$ cat src/rtl/seq_alu_pkg.sv
// Shared types for the sequential ALU: op codes, FSM states and the base-op decode default.
// The M ops are only built when SEQ_ALU_MULDIV_EN is defined.
package seq_alu_pkg;

    typedef enum logic [4:0] {
        OP_ADD    = 5'b00000,
        OP_SLL    = 5'b00001,
        OP_SLT    = 5'b00010,
        OP_SLTU   = 5'b00011,
        OP_XOR    = 5'b00100,
        OP_SRL    = 5'b00101,
        OP_OR     = 5'b00110,
        OP_AND    = 5'b00111,
        OP_SUB    = 5'b01000,
        OP_COPYA  = 5'b01001,
        OP_SRA    = 5'b01101,
        OP_MUL    = 5'b10000,
        OP_MULH   = 5'b10001,
        OP_MULHSU = 5'b10010,
        OP_MULHU  = 5'b10011,
        OP_DIV    = 5'b10100,
        OP_DIVU   = 5'b10101,
        OP_REM    = 5'b10110,
        OP_REMU   = 5'b10111
    } alu_op_e;

    typedef enum logic [1:0] {
        IDLE = 2'd0,
        MUL  = 2'd1,
        DIV  = 2'd2,
        DONE = 2'd3
    } state_e;

    // Replicated across the datapath width for any undecoded base op.
    localparam logic BASE_DEFAULT = 1'b0;

endpackage

$ cat src/rtl/iter_muldiv.sv
// Iterative shift-add multiplier and restoring divider sharing one 2*WIDTH partial register.
// Signed ops run on magnitudes; the sign is reapplied to the final step's value.
module iter_muldiv
    import seq_alu_pkg::*;
#(
    parameter int WIDTH = 32
) (
    input  logic             clk,
    input  logic             rst,
    input  logic             start,
    input  logic             busy,
    input  logic [2:0]       fun,
    input  logic [WIDTH-1:0] a,
    input  logic [WIDTH-1:0] b,
    output logic             last,
    output logic [WIDTH-1:0] result
);

    localparam int CW = $clog2(WIDTH);

    logic [2*WIDTH-1:0] prod;
    logic [2*WIDTH-1:0] prod_step;
    logic [2*WIDTH-1:0] prod_signed;
    logic [WIDTH-1:0]   opnd;
    logic [WIDTH-1:0]   a_mag;
    logic [WIDTH-1:0]   b_mag;
    logic [WIDTH-1:0]   quo_signed;
    logic [WIDTH-1:0]   rem_signed;
    logic [CW-1:0]      count;
    logic [2:0]         fun_q;
    logic               neg;
    logic               neg_start;
    logic               a_neg;
    logic               b_neg;
    logic [WIDTH:0]     mul_sum;
    logic [WIDTH:0]     div_shift;
    logic [WIDTH:0]     div_diff;
    logic               div_ok;

    // Operand signedness follows RISC-V: MULH/DIV/REM both signed, MULHSU only A.
    always_comb begin
        a_neg     = a[WIDTH-1] & ((fun == 3'b001) | (fun == 3'b010) | (fun == 3'b100) | (fun == 3'b110));
        b_neg     = b[WIDTH-1] & ((fun == 3'b001) | (fun == 3'b100) | (fun == 3'b110));
        a_mag     = a_neg ? -a : a;
        b_mag     = b_neg ? -b : b;
        neg_start = (fun[2] & fun[1]) ? a_neg : (a_neg ^ b_neg);
    end

    // Multiply keeps the multiplier in the low half; divide keeps {remainder, quotient}.
    always_comb begin
        mul_sum   = {1'b0, prod[2*WIDTH-1:WIDTH]} + (prod[0] ? {1'b0, opnd} : {(WIDTH+1){1'b0}});
        div_shift = prod[2*WIDTH-1:WIDTH-1];
        div_diff  = div_shift - {1'b0, opnd};
        div_ok    = ~div_diff[WIDTH];
        if (fun_q[2]) begin
            prod_step = {(div_ok ? div_diff[WIDTH-1:0] : div_shift[WIDTH-1:0]), prod[WIDTH-2:0], div_ok};
        end else begin
            prod_step = {mul_sum, prod[WIDTH-1:1]};
        end
        prod_signed = neg ? -prod_step : prod_step;
        quo_signed  = neg ? -prod_step[WIDTH-1:0] : prod_step[WIDTH-1:0];
        rem_signed  = neg ? -prod_step[2*WIDTH-1:WIDTH] : prod_step[2*WIDTH-1:WIDTH];
        if (fun_q[2]) begin
            result = fun_q[1] ? rem_signed : quo_signed;
        end else begin
            result = (fun_q[1:0] == 2'b00) ? prod_signed[WIDTH-1:0] : prod_signed[2*WIDTH-1:WIDTH];
        end
        last = busy & (count == '0);
    end

    always_ff @(posedge clk or posedge rst) begin
        if (rst) begin
            prod  <= '0;
            opnd  <= '0;
            count <= '0;
            fun_q <= '0;
            neg   <= 1'b0;
        end else if (start) begin
            prod  <= {{WIDTH{1'b0}}, (fun[2] ? a_mag : b_mag)};
            opnd  <= fun[2] ? b_mag : a_mag;
            count <= CW'(WIDTH - 1);
            fun_q <= fun;
            neg   <= neg_start;
        end else if (busy) begin
            prod <= prod_step;
            if (count != '0) begin
                count <= count - 1'b1;
            end
        end
    end

endmodule

$ cat src/rtl/seq_alu.sv
// Sequential ALU with valid/ready handshakes; base ops resolve in one cycle.
// Define SEQ_ALU_MULDIV_EN to build the iterative M ops, otherwise they return 0.
module seq_alu
    import seq_alu_pkg::*;
#(
    parameter int WIDTH = 32
) (
    input  logic             CLK,
    input  logic             RST,
    input  logic [WIDTH-1:0] A,
    input  logic [WIDTH-1:0] B,
    input  logic [4:0]       ALU_FUN,
    input  logic             VALID_IN,
    output logic             READY_OUT,
    output logic [WIDTH-1:0] RESULT,
    output logic             VALID_OUT,
    input  logic             READY_IN
);

    localparam int SW = $clog2(WIDTH);

    state_e           state;
    state_e           state_next;
    logic [WIDTH-1:0] result_next;
    logic [WIDTH-1:0] base_res;
    logic [SW-1:0]    shamt;

    always_comb begin
        shamt    = B[SW-1:0];
        base_res = {WIDTH{BASE_DEFAULT}};
        case (alu_op_e'(ALU_FUN))
            OP_ADD:   base_res = A + B;
            OP_SUB:   base_res = A - B;
            OP_OR:    base_res = A | B;
            OP_AND:   base_res = A & B;
            OP_XOR:   base_res = A ^ B;
            OP_SRL:   base_res = A >> shamt;
            OP_SLL:   base_res = A << shamt;
            OP_SRA:   base_res = $signed(A) >>> shamt;
            OP_SLT:   base_res = {{(WIDTH-1){1'b0}}, ($signed(A) < $signed(B))};
            OP_SLTU:  base_res = {{(WIDTH-1){1'b0}}, (A < B)};
            OP_COPYA: base_res = A;
            default:  base_res = {WIDTH{BASE_DEFAULT}};
        endcase
    end

`ifdef SEQ_ALU_MULDIV_EN
    localparam logic [WIDTH-1:0] MOST_NEG = {1'b1, {(WIDTH-1){1'b0}}};

    logic             md_start;
    logic             md_busy;
    logic             md_last;
    logic [WIDTH-1:0] md_result;
    logic             div_zero;
    logic             div_ovf;
    logic             m_special;
    logic [WIDTH-1:0] m_special_res;

    // Divide-by-zero and signed overflow bypass the iterative datapath entirely.
    always_comb begin
        div_zero      = (B == '0);
        div_ovf       = ~ALU_FUN[0] & (A == MOST_NEG) & (B == '1);
        m_special     = ALU_FUN[2] & (div_zero | div_ovf);
        m_special_res = ~ALU_FUN[1] ? (div_zero ? '1 : A) : (div_zero ? A : '0);
        md_busy       = (state == MUL) | (state == DIV);
    end

    iter_muldiv #(
        .WIDTH (WIDTH)
    ) u_iter_muldiv (
        .clk    (CLK),
        .rst    (RST),
        .start  (md_start),
        .busy   (md_busy),
        .fun    (ALU_FUN[2:0]),
        .a      (A),
        .b      (B),
        .last   (md_last),
        .result (md_result)
    );
`endif

    always_comb begin
        state_next  = state;
        result_next = RESULT;
`ifdef SEQ_ALU_MULDIV_EN
        md_start    = 1'b0;
`endif
        case (state)
            IDLE: begin
                if (VALID_IN) begin
                    state_next = DONE;
                    if (!ALU_FUN[4]) begin
                        result_next = base_res;
`ifdef SEQ_ALU_MULDIV_EN
                    end else if (m_special) begin
                        result_next = m_special_res;
                    end else begin
                        md_start   = 1'b1;
                        state_next = ALU_FUN[2] ? DIV : MUL;
                    end
`else
                    end else begin
                        result_next = {WIDTH{BASE_DEFAULT}};
                    end
`endif
                end
            end
`ifdef SEQ_ALU_MULDIV_EN
            MUL, DIV: begin
                if (md_last) begin
                    result_next = md_result;
                    state_next  = DONE;
                end
            end
`endif
            DONE: begin
                if (READY_IN) begin
                    state_next = IDLE;
                end
            end
            default: state_next = IDLE;
        endcase
    end

    always_ff @(posedge CLK or posedge RST) begin
        if (RST) begin
            state  <= IDLE;
            RESULT <= '0;
        end else begin
            state  <= state_next;
            RESULT <= result_next;
        end
    end

    assign READY_OUT = (state == IDLE);
    assign VALID_OUT = (state == DONE);

endmodule

$ cat config.mk
export PLATFORM = sky130hd
export DESIGN_NAME = seq_alu
export DESIGN_NICKNAME = d
export VERILOG_FILES = /design/src/rtl/seq_alu_pkg.sv /design/src/rtl/iter_muldiv.sv /design/src/rtl/seq_alu.sv
export SDC_FILE = /design/constraint.sdc
export NUM_CORES = 1
export LEC_CHECK = 0
export ABC_AREA = 1
export CAP_MARGIN = 15
export CORE_MARGIN = 2
export CORE_UTILIZATION = 40
export DETAILED_ROUTE_END_ITERATION = 10
export GPL_TIMING_DRIVEN = 0
export PLACE_DENSITY_LB_ADDON = 0.3
export RECOVER_POWER = 100
export SYNTH_ARGS = -nofsm -noshare
export SYNTH_HDL_FRONTEND = slang
export SYNTH_SLANG_ARGS = --single-unit
$ cat constraint.sdc
create_clock -name CLK -period 2.2 [get_ports CLK]
set_clock_uncertainty 0.15 [all_clocks]
set_input_delay 0.33 -clock CLK [delete_from_list [all_inputs] [get_ports CLK]]
set_output_delay 0.33 -clock CLK [all_outputs]
set_load 0.05 [all_outputs]
==> summary.txt, run 1 <==
Run status
  – Outcome: finished with violations
  – Failing checks: negative setup slack

Setup path
  – Startpoint type of the worst setup path: input pin
  – Worst setup startpoint: B[1]
  – Arrival time at the worst endpoint: 2.38 ns
  – WS Path Type: in2reg
  – R2R cell count: 6
  – R2R Setup Slk: 0.27 ns
  – Critical Path RT: 2.22 ns
  – Peak fanout along the critical path: 6
  – FF-to-FF End: RESULT[12]
  – Reg-to-reg startpoint: state[0]
  – Crit end category: register

STA
  – Endpoints failing setup: 17
  – Max Clk Rate: 423 MHz
  – Min cycle time layout: 2.36 ns
  – Slew Limit Fails: 0
  – Final setup TNS: -0.689 ns
  – WHS: 0.272 ns
  – RSZ-0062 raised after global routing: true
  – Slew @ Worst Pin: 1.11 ns
  – Fin crit share: 1.07
  – Slew HR: 0.262
  – Final Hold Viols: 0
  – Setup ws final: -0.164 ns

Synth
  – Synth top area share: 0.285
  – Sequential fraction of the synthesis area: 0.0713
  – Largest family of logic cells by synthesized area: simple AND/OR/NAND/NOR gates
  – Post-synthesis xor/xnor area fraction: 0.000756
  – YS warnings: 0
  – Cell taking the most area after synthesis: nand2_1
  – Unique masters post-synth: 41
  – Post-synthesis cell area: 11600 µm²
  – Post-synthesis compound-gate area fraction: 0.111
  – Syn_nets: 2494
  – Post-synthesis instance total: 2315
  – Post-Synth Simple-Gate Area: 0.561
  – Multiplexer share of the synthesized area: 0
  – Largest cells by area after synthesis: nand2_1, nand3_1, ha_1
  – Post-Synth Adder-Cell Area: 0.116
  – Syn_area_per_cell: 5.00 µm²
  – Number of synthesized register bits: 33

Global route
  – Number of global-route vias before repair: 16600
  – Largest net degree at the start of global routing: 34
  – Gr usage total: 0.444
  – First-pass GRT wire length: 101000 µm
  – Initial antenna violation count: 0
  – Global route overflow: 0

Finish
  – Fillers: 2844
  – Area delta synth->final: 47.4%
  – Final Cell Area: 17100 µm²
  – Final Non-Filler Cells: 2923
  – Fraction of layout cells with a size suffix above 1: 0.329
  – Final core utilization: 0.596
  – Nets@finish: 2718
  – Antenna cells: 0

Min path
  – Worst hold path type: in2async

Clocking
  – CTS tree: built
  – # hold bufs at CTS: 0
  – Clk sinks: 33
  – Clk_lat worst skew: 0.28 ns
  – Number of buffers created by CTS: 5
  – Clock Path Buffers: 2
  – Clock slew at the register clock pins of the worst setup and hold paths: 0.05 ns
  – H-tree depth: 2
  – Clock root buffer: clkbuf_16

Routing
  – Residual DRC: 0
  – Drt wl/cell: 24.4 µm
  – Antenna Nets Post-Route: 0
  – Total number of vias: 17500
  – Via density per instance: 6.00
  – Iter 0 DRT Violations: 1905
  – Detailed Routing Iterations Pass 1: 8
  – Wirelength, routed: 71200 µm

Floorplan
  – Total Die Area: 30300 µm²
  – Die X: 174 µm
  – # IOs: 107
  – Die height: 174 µm
  – Initial core utilization: 0.405
  – Core ar.: 28600 µm²
  – Site Rows: 62

Placement
  – Final RePlAce weighted congestion: 1.06
  – DPL Wire Length: 54500 µm
  – Post-Place Cells: 2805
  – Placed cell area: 13300 µm²
  – IO Port Bufs: 106

Power
  – Leakage: 8.97 nW
  – Worst IR Drop VDD: 210 µV
  – Power Dens Cells: 342 nW/µm²

Flow run
  – Max-cap violations: 0
## sequential cells by signal, summed over array words and instances (netlist names)
name / flops
state: 1
RESULT: 32
## stage by stage
step                setup slack [ns]  power, mW
finish                        -0.164       5.84
global route                  -0.231       6.13
CTS                           -0.140       5.29
detailed placement             -1.52       3.98
global placement               -1.49       3.96
floorplan                   -0.00973       2.78
## cells by family after synthesis
family | Yosys count
adder cells (fa/ha/maj) | 106
buffers and inverters | 405
AO/OA/AOI/OAI | 231
AND/OR/NAND/NOR | 1539
flip-flops | 33
XOR/XNOR | 1
## cell type report
class | count | area (µm²) | area share
Multi-Input combinational cell | 1877 | 11700 | 0.687
Timing Repair Buffer | 228 | 1950 | 0.114
Inverter | 308 | 1230 | 0.0720
Sequential cell | 33 | 826 | 0.0484
Buffer | 86 | 726 | 0.0425
Tap cell | 384 | 480 | 0.0282
Clock buffer | 7 | 143 | 0.00836
## what timing repair did
action,in CTS,in global routing
buffers inserted,75,39
pin swaps,127,173
resized for setup,736,414
setup endpoints to repair,32,32
gates cloned,2,5
## routing by layer
metal  share of wire  track usage
met5               0            0
met2            0.46        0.759
met3           0.093       0.0610
met4           0.095        0.315
met1            0.36        0.511
## report_power, final
group / internal [mW] / switching [mW] / leakage (nW) / total (mW)
sequential: 0.694 / 0.0414 / 0.443 / 0.736
clock: 0.442 / 0.228 / 0.0700 / 0.670
combinational: 1.45 / 2.98 / 8.45 / 4.44
## cells in the mapped netlist, drive strengths merged
cell	count
dfrtp	33
and2	13
a31oi	2
nand3	377
nor3b	1
o211ai	16
nor4	1
fa	2
clkbuf	29
a211oi	2
nand3b	6
a21oi	86
and3	1
nor3	20
ha	104
or2	4
xor2	1
nand4	26
clkinv	1
inv	307
o21bai	14
a21boi	1
o21a	1
nand2	885
o22ai	26
o21ai	80
buf	68
nor2	205
o2111ai	2
o211a	1
## worst max-delay path by stage
stage                             to  slack, ns  cells after the start
final                     RESULT[10]      -0.16                     16
after floorplan            RESULT[8]      -0.01                     14
after detailed placement  RESULT[10]      -1.52                     16
after CTS                 RESULT[25]      -0.14                     19
after global routing      RESULT[10]      -0.23                     16
after global placement    RESULT[12]      -1.49                     15
## worst max-delay path, stage by stage
cell and delay, ns:
buf_12 0.10, clkinv_8 0.06, buf_12 0.13, buf_12 0.14, fa_2 0.39, nand2_4 0.10, nand2_4 0.08, nand3_4 0.09
nand2_8 0.08, nand2_4 0.09, nand2_4 0.09, a21oi_4 0.13, o21ai_2 0.10, nand3b_1 0.28, nand2_1 0.11, nand2_1 0.05
## placed cells by master, fill, tap and decap left out, drive strengths merged, types with 2 or more instances in the layout
cell type | synthesis | layout
clkinvlp | 0 | 4
dlygate4sd3 | 0 | 36
dlygate4sd2 | 0 | 8
nand4 | 26 | 26
o22ai | 26 | 26
dlymetal6s2s | 0 | 4
o2111ai | 2 | 2
buf | 68 | 206
o21bai | 14 | 14
o21ai | 80 | 80
a211oi | 2 | 2
and2 | 13 | 13
nand3 | 377 | 377
ha | 104 | 104
clkinv | 1 | 2
clkbuf | 29 | 55
nor2 | 205 | 205
a21oi | 86 | 86
inv | 307 | 302
o211ai | 16 | 16
fa | 2 | 2
clkdlybuf4s15 | 0 | 10
nor3 | 20 | 20
nand3b | 6 | 6
or2 | 4 | 4
dfrtp | 33 | 33
clkdlybuf4s50 | 0 | 2
nand2 | 885 | 885
a31oi | 2 | 2
(Power assumes the default switching activity.)
==> inputs of run 2 (changes only) <==
- DONT_BUFFER_PORTS: not set -> 1
==> summary.txt, run 2 (same netlist as run 1, synthesis figures left out) <==
Min path
  – Hold path depth: 1
  – Worst hold start: READY_IN
  – Worst hold path type: in2reg

STA
  – Max Clk Rate: 438 MHz (+3.5%)
  – Final Hold Viols: 0 (unchanged)
  – Fin crit share: 1.04 (-0.0362)
  – Final setup TNS: -0.304 ns (+0.385 ns)
  – WHS: 0.0487 ns (-0.224 ns)
  – Endpoints failing setup: 10 (-7)
  – Min cycle time layout: 2.28 ns (-0.0797 ns)
  – Slew Limit Fails: 0 (unchanged)
  – RSZ-0062 raised after global routing: true
  – Slew HR: 0.265 (+0.00284)
  – Setup ws final: -0.0838 ns (+0.0797 ns)
  – Slew @ Worst Pin: 1.10 ns (-0.00426 ns)

Setup path
  – R2R cell count: 6 (unchanged)
  – Crit end category: register
  – Peak fanout along the critical path: 10 (+4)
  – Startpoint type of the worst setup path: input pin
  – R2R Setup Slk: 0.18 ns (-0.09 ns)
  – Reg-to-reg startpoint: state[0]
  – Worst path bufs/invs: 3 (-1)
  – CP peak stage delay: 0.58 ns (+0.19 ns)
  – Critical Path Slowest Stage Cell: clkbuf_1
  – Most frequent CP cell: nand2_1
  – Arrival time at the worst endpoint: 2.29 ns (-0.09 ns)
  – Worst setup startpoint: B[2]
  – Top delay family on crit path: simple AND/OR/NAND/NOR gates
  – FF-to-FF End: RESULT[12]
  – End of the critical path: RESULT[29]
  – WS Path Type: in2reg
  – Crit-path cells: buf_12, inv_6, clkbuf_1, nand2_1, nand3_1, nand3_1, a21oi_1, nand3_2, nand2_1, nand2_1
  – Critical Path RT: 2.21 ns (about the same)
  – Critical path depth in cells: 10 (-6)

Finish
  – Nets@finish: 2524 (-7.1%)
  – Area delta synth->final: 17.4%
  – Most common cell after layout, fill and taps aside: nand2_1
  – Most frequent cells in the layout: nand2_1, nand3_1, inv_1, nor2_1, ha_1
  – Top reg by flops: RESULT
  – Fraction of layout cells with a size suffix above 1: 0.151 (-0.178)
  – Final core utilization: 0.475 (-0.121)
  – Top Registers: RESULT: 32 flops, state: 1 flops
  – Final Non-Filler Cells: 2730 (-6.6%)
  – Fillers: 3186 (+12%)
  – Largest register FFs: 32 (unchanged)
  – Antenna cells: 0 (unchanged)

Placement
  – IO Port Bufs: 0 (-100%)
  – Final RePlAce weighted congestion: 1.13 (+6.4%)
  – DPL Wire Length: 51100 µm (-6.4%)
  – Post-Place Cells: 2699 (-3.8%)

Routing
  – Drt wl/cell: 23.0 µm (-5.7%)
  – Total number of vias: 16400 (-6.4%)
  – Iter 0 DRT Violations: 1926 (+1.1%)
  – Wirelength, routed: 62700 µm (-12%)
  – Antenna Nets Post-Route: 0 (unchanged)
  – Detailed Routing Iterations Pass 1: 6 (-2)
  – Residual DRC: 0 (unchanged)
  – Via density per instance: 6.01 (+0.20%)

Power
  – Worst IR Drop VDD: 220 µV (+4.5%)
  – Leakage: 7.48 nW (-17%)
  – Power Dens Cells: 354 nW/µm² (+3.3%)
  – Total power draw: 4.81 mW (-18%)

Floorplan
  – Die X: 174 µm (unchanged)
  – Core ar.: 28600 µm² (unchanged)
  – # IOs: 107 (unchanged)
  – Site Rows: 62 (unchanged)
  – Die height: 174 µm (unchanged)
  – Total Die Area: 30300 µm² (unchanged)
  – Initial core utilization: 0.405 (unchanged)

Global route
  – Initial antenna violation count: 0 (unchanged)
  – Largest net degree at the start of global routing: 34 (unchanged)
  – Global routing usage on met1: 0.468 (-0.0435)
  – Met2 usage: 0.654 (-0.105)
  – Number of global-route vias before repair: 15200 (-8.6%)
  – First-pass GRT wire length: 90600 µm (-10%)
  – Busiest grt layer: met2
  – Global route overflow: 0 (unchanged)
  – Met3 usage: 0.0630 (+0.00197)
  – Gr usage total: 0.396 (-0.0487)

Run status
  – Outcome: finished with violations
  – Failing checks: negative setup slack

Clocking
  – Clock slew at the register clock pins of the worst setup and hold paths: 0.05 ns (about the same)
  – Clock root buffer: clkbuf_16
  – CTS tree: built
  – Clk sinks: 33 (unchanged)
  – Clock Path Buffers: 2 (unchanged)
  – Clk_lat worst skew: 0.27 ns (about the same)
  – Number of buffers created by CTS: 5 (unchanged)
  – H-tree depth: 2 (unchanged)

Flow run
  – Max-cap violations: 0 (unchanged)
-- run 2: area by class of cell --
class	instances	area [µm²]	share of cell area
buffer	87	562	0.0413
clock inverter	2	37.5	0.00276
sequential	33	827	0.0608
timing repair buffer	33	268	0.0197
clock buffer	6	139	0.0102
tap	384	480	0.0353
multi-input combinational	1877	10100	0.742
inverter	308	1200	0.0882
-- run 2: metal layers --
metal	routed length [µm]	share of wire
met5	0	0
met4	5330	0.085
met3	6530	0.10
met2	28000	0.45
met1	22800	0.36
-- run 2: metrics by stage --
step	worst slack, ns	cell area, µm²
detailed placement	-0.941	12200
CTS	-0.0461	12900
finish	-0.0838	13600
global route	-0.137	13600
global placement	-0.925	12200
floorplan	-0.00973	11700
-- run 2: worst min-delay path by stage --
stage                     to  slack [ns]
floorplan           state[0]        0.29
global placement    state[0]        0.30
detailed placement  state[0]        0.33
CTS                 state[0]        0.05
global route        state[0]        0.07
finish              state[0]        0.05
-- run 2: what timing repair did --
action	CTS	global route
gates resized for setup	121	208
setup endpoints to repair	33	33
endpoints found under the hold margin	0	7
buffers inserted	19	12
pin swaps	37	55
hold buffers	0	1
-- run 2: report_power, final --
group	switching (mW)	total [mW]	internal (mW)
Combinational	2.05	2.94	0.892
Clock	0.240	0.804	0.564
Sequential	0.373	1.06	0.689
-- run 2: worst register-to-register path, cell delays in order (launching register included) --
cell,delay (ns)
dfrtp_2,0.54
clkinvlp_4,0.35
nand2_2,0.25
inv_1,0.11
clkbuf_2,0.23
o21ai_1,0.19
nand2_1,0.07
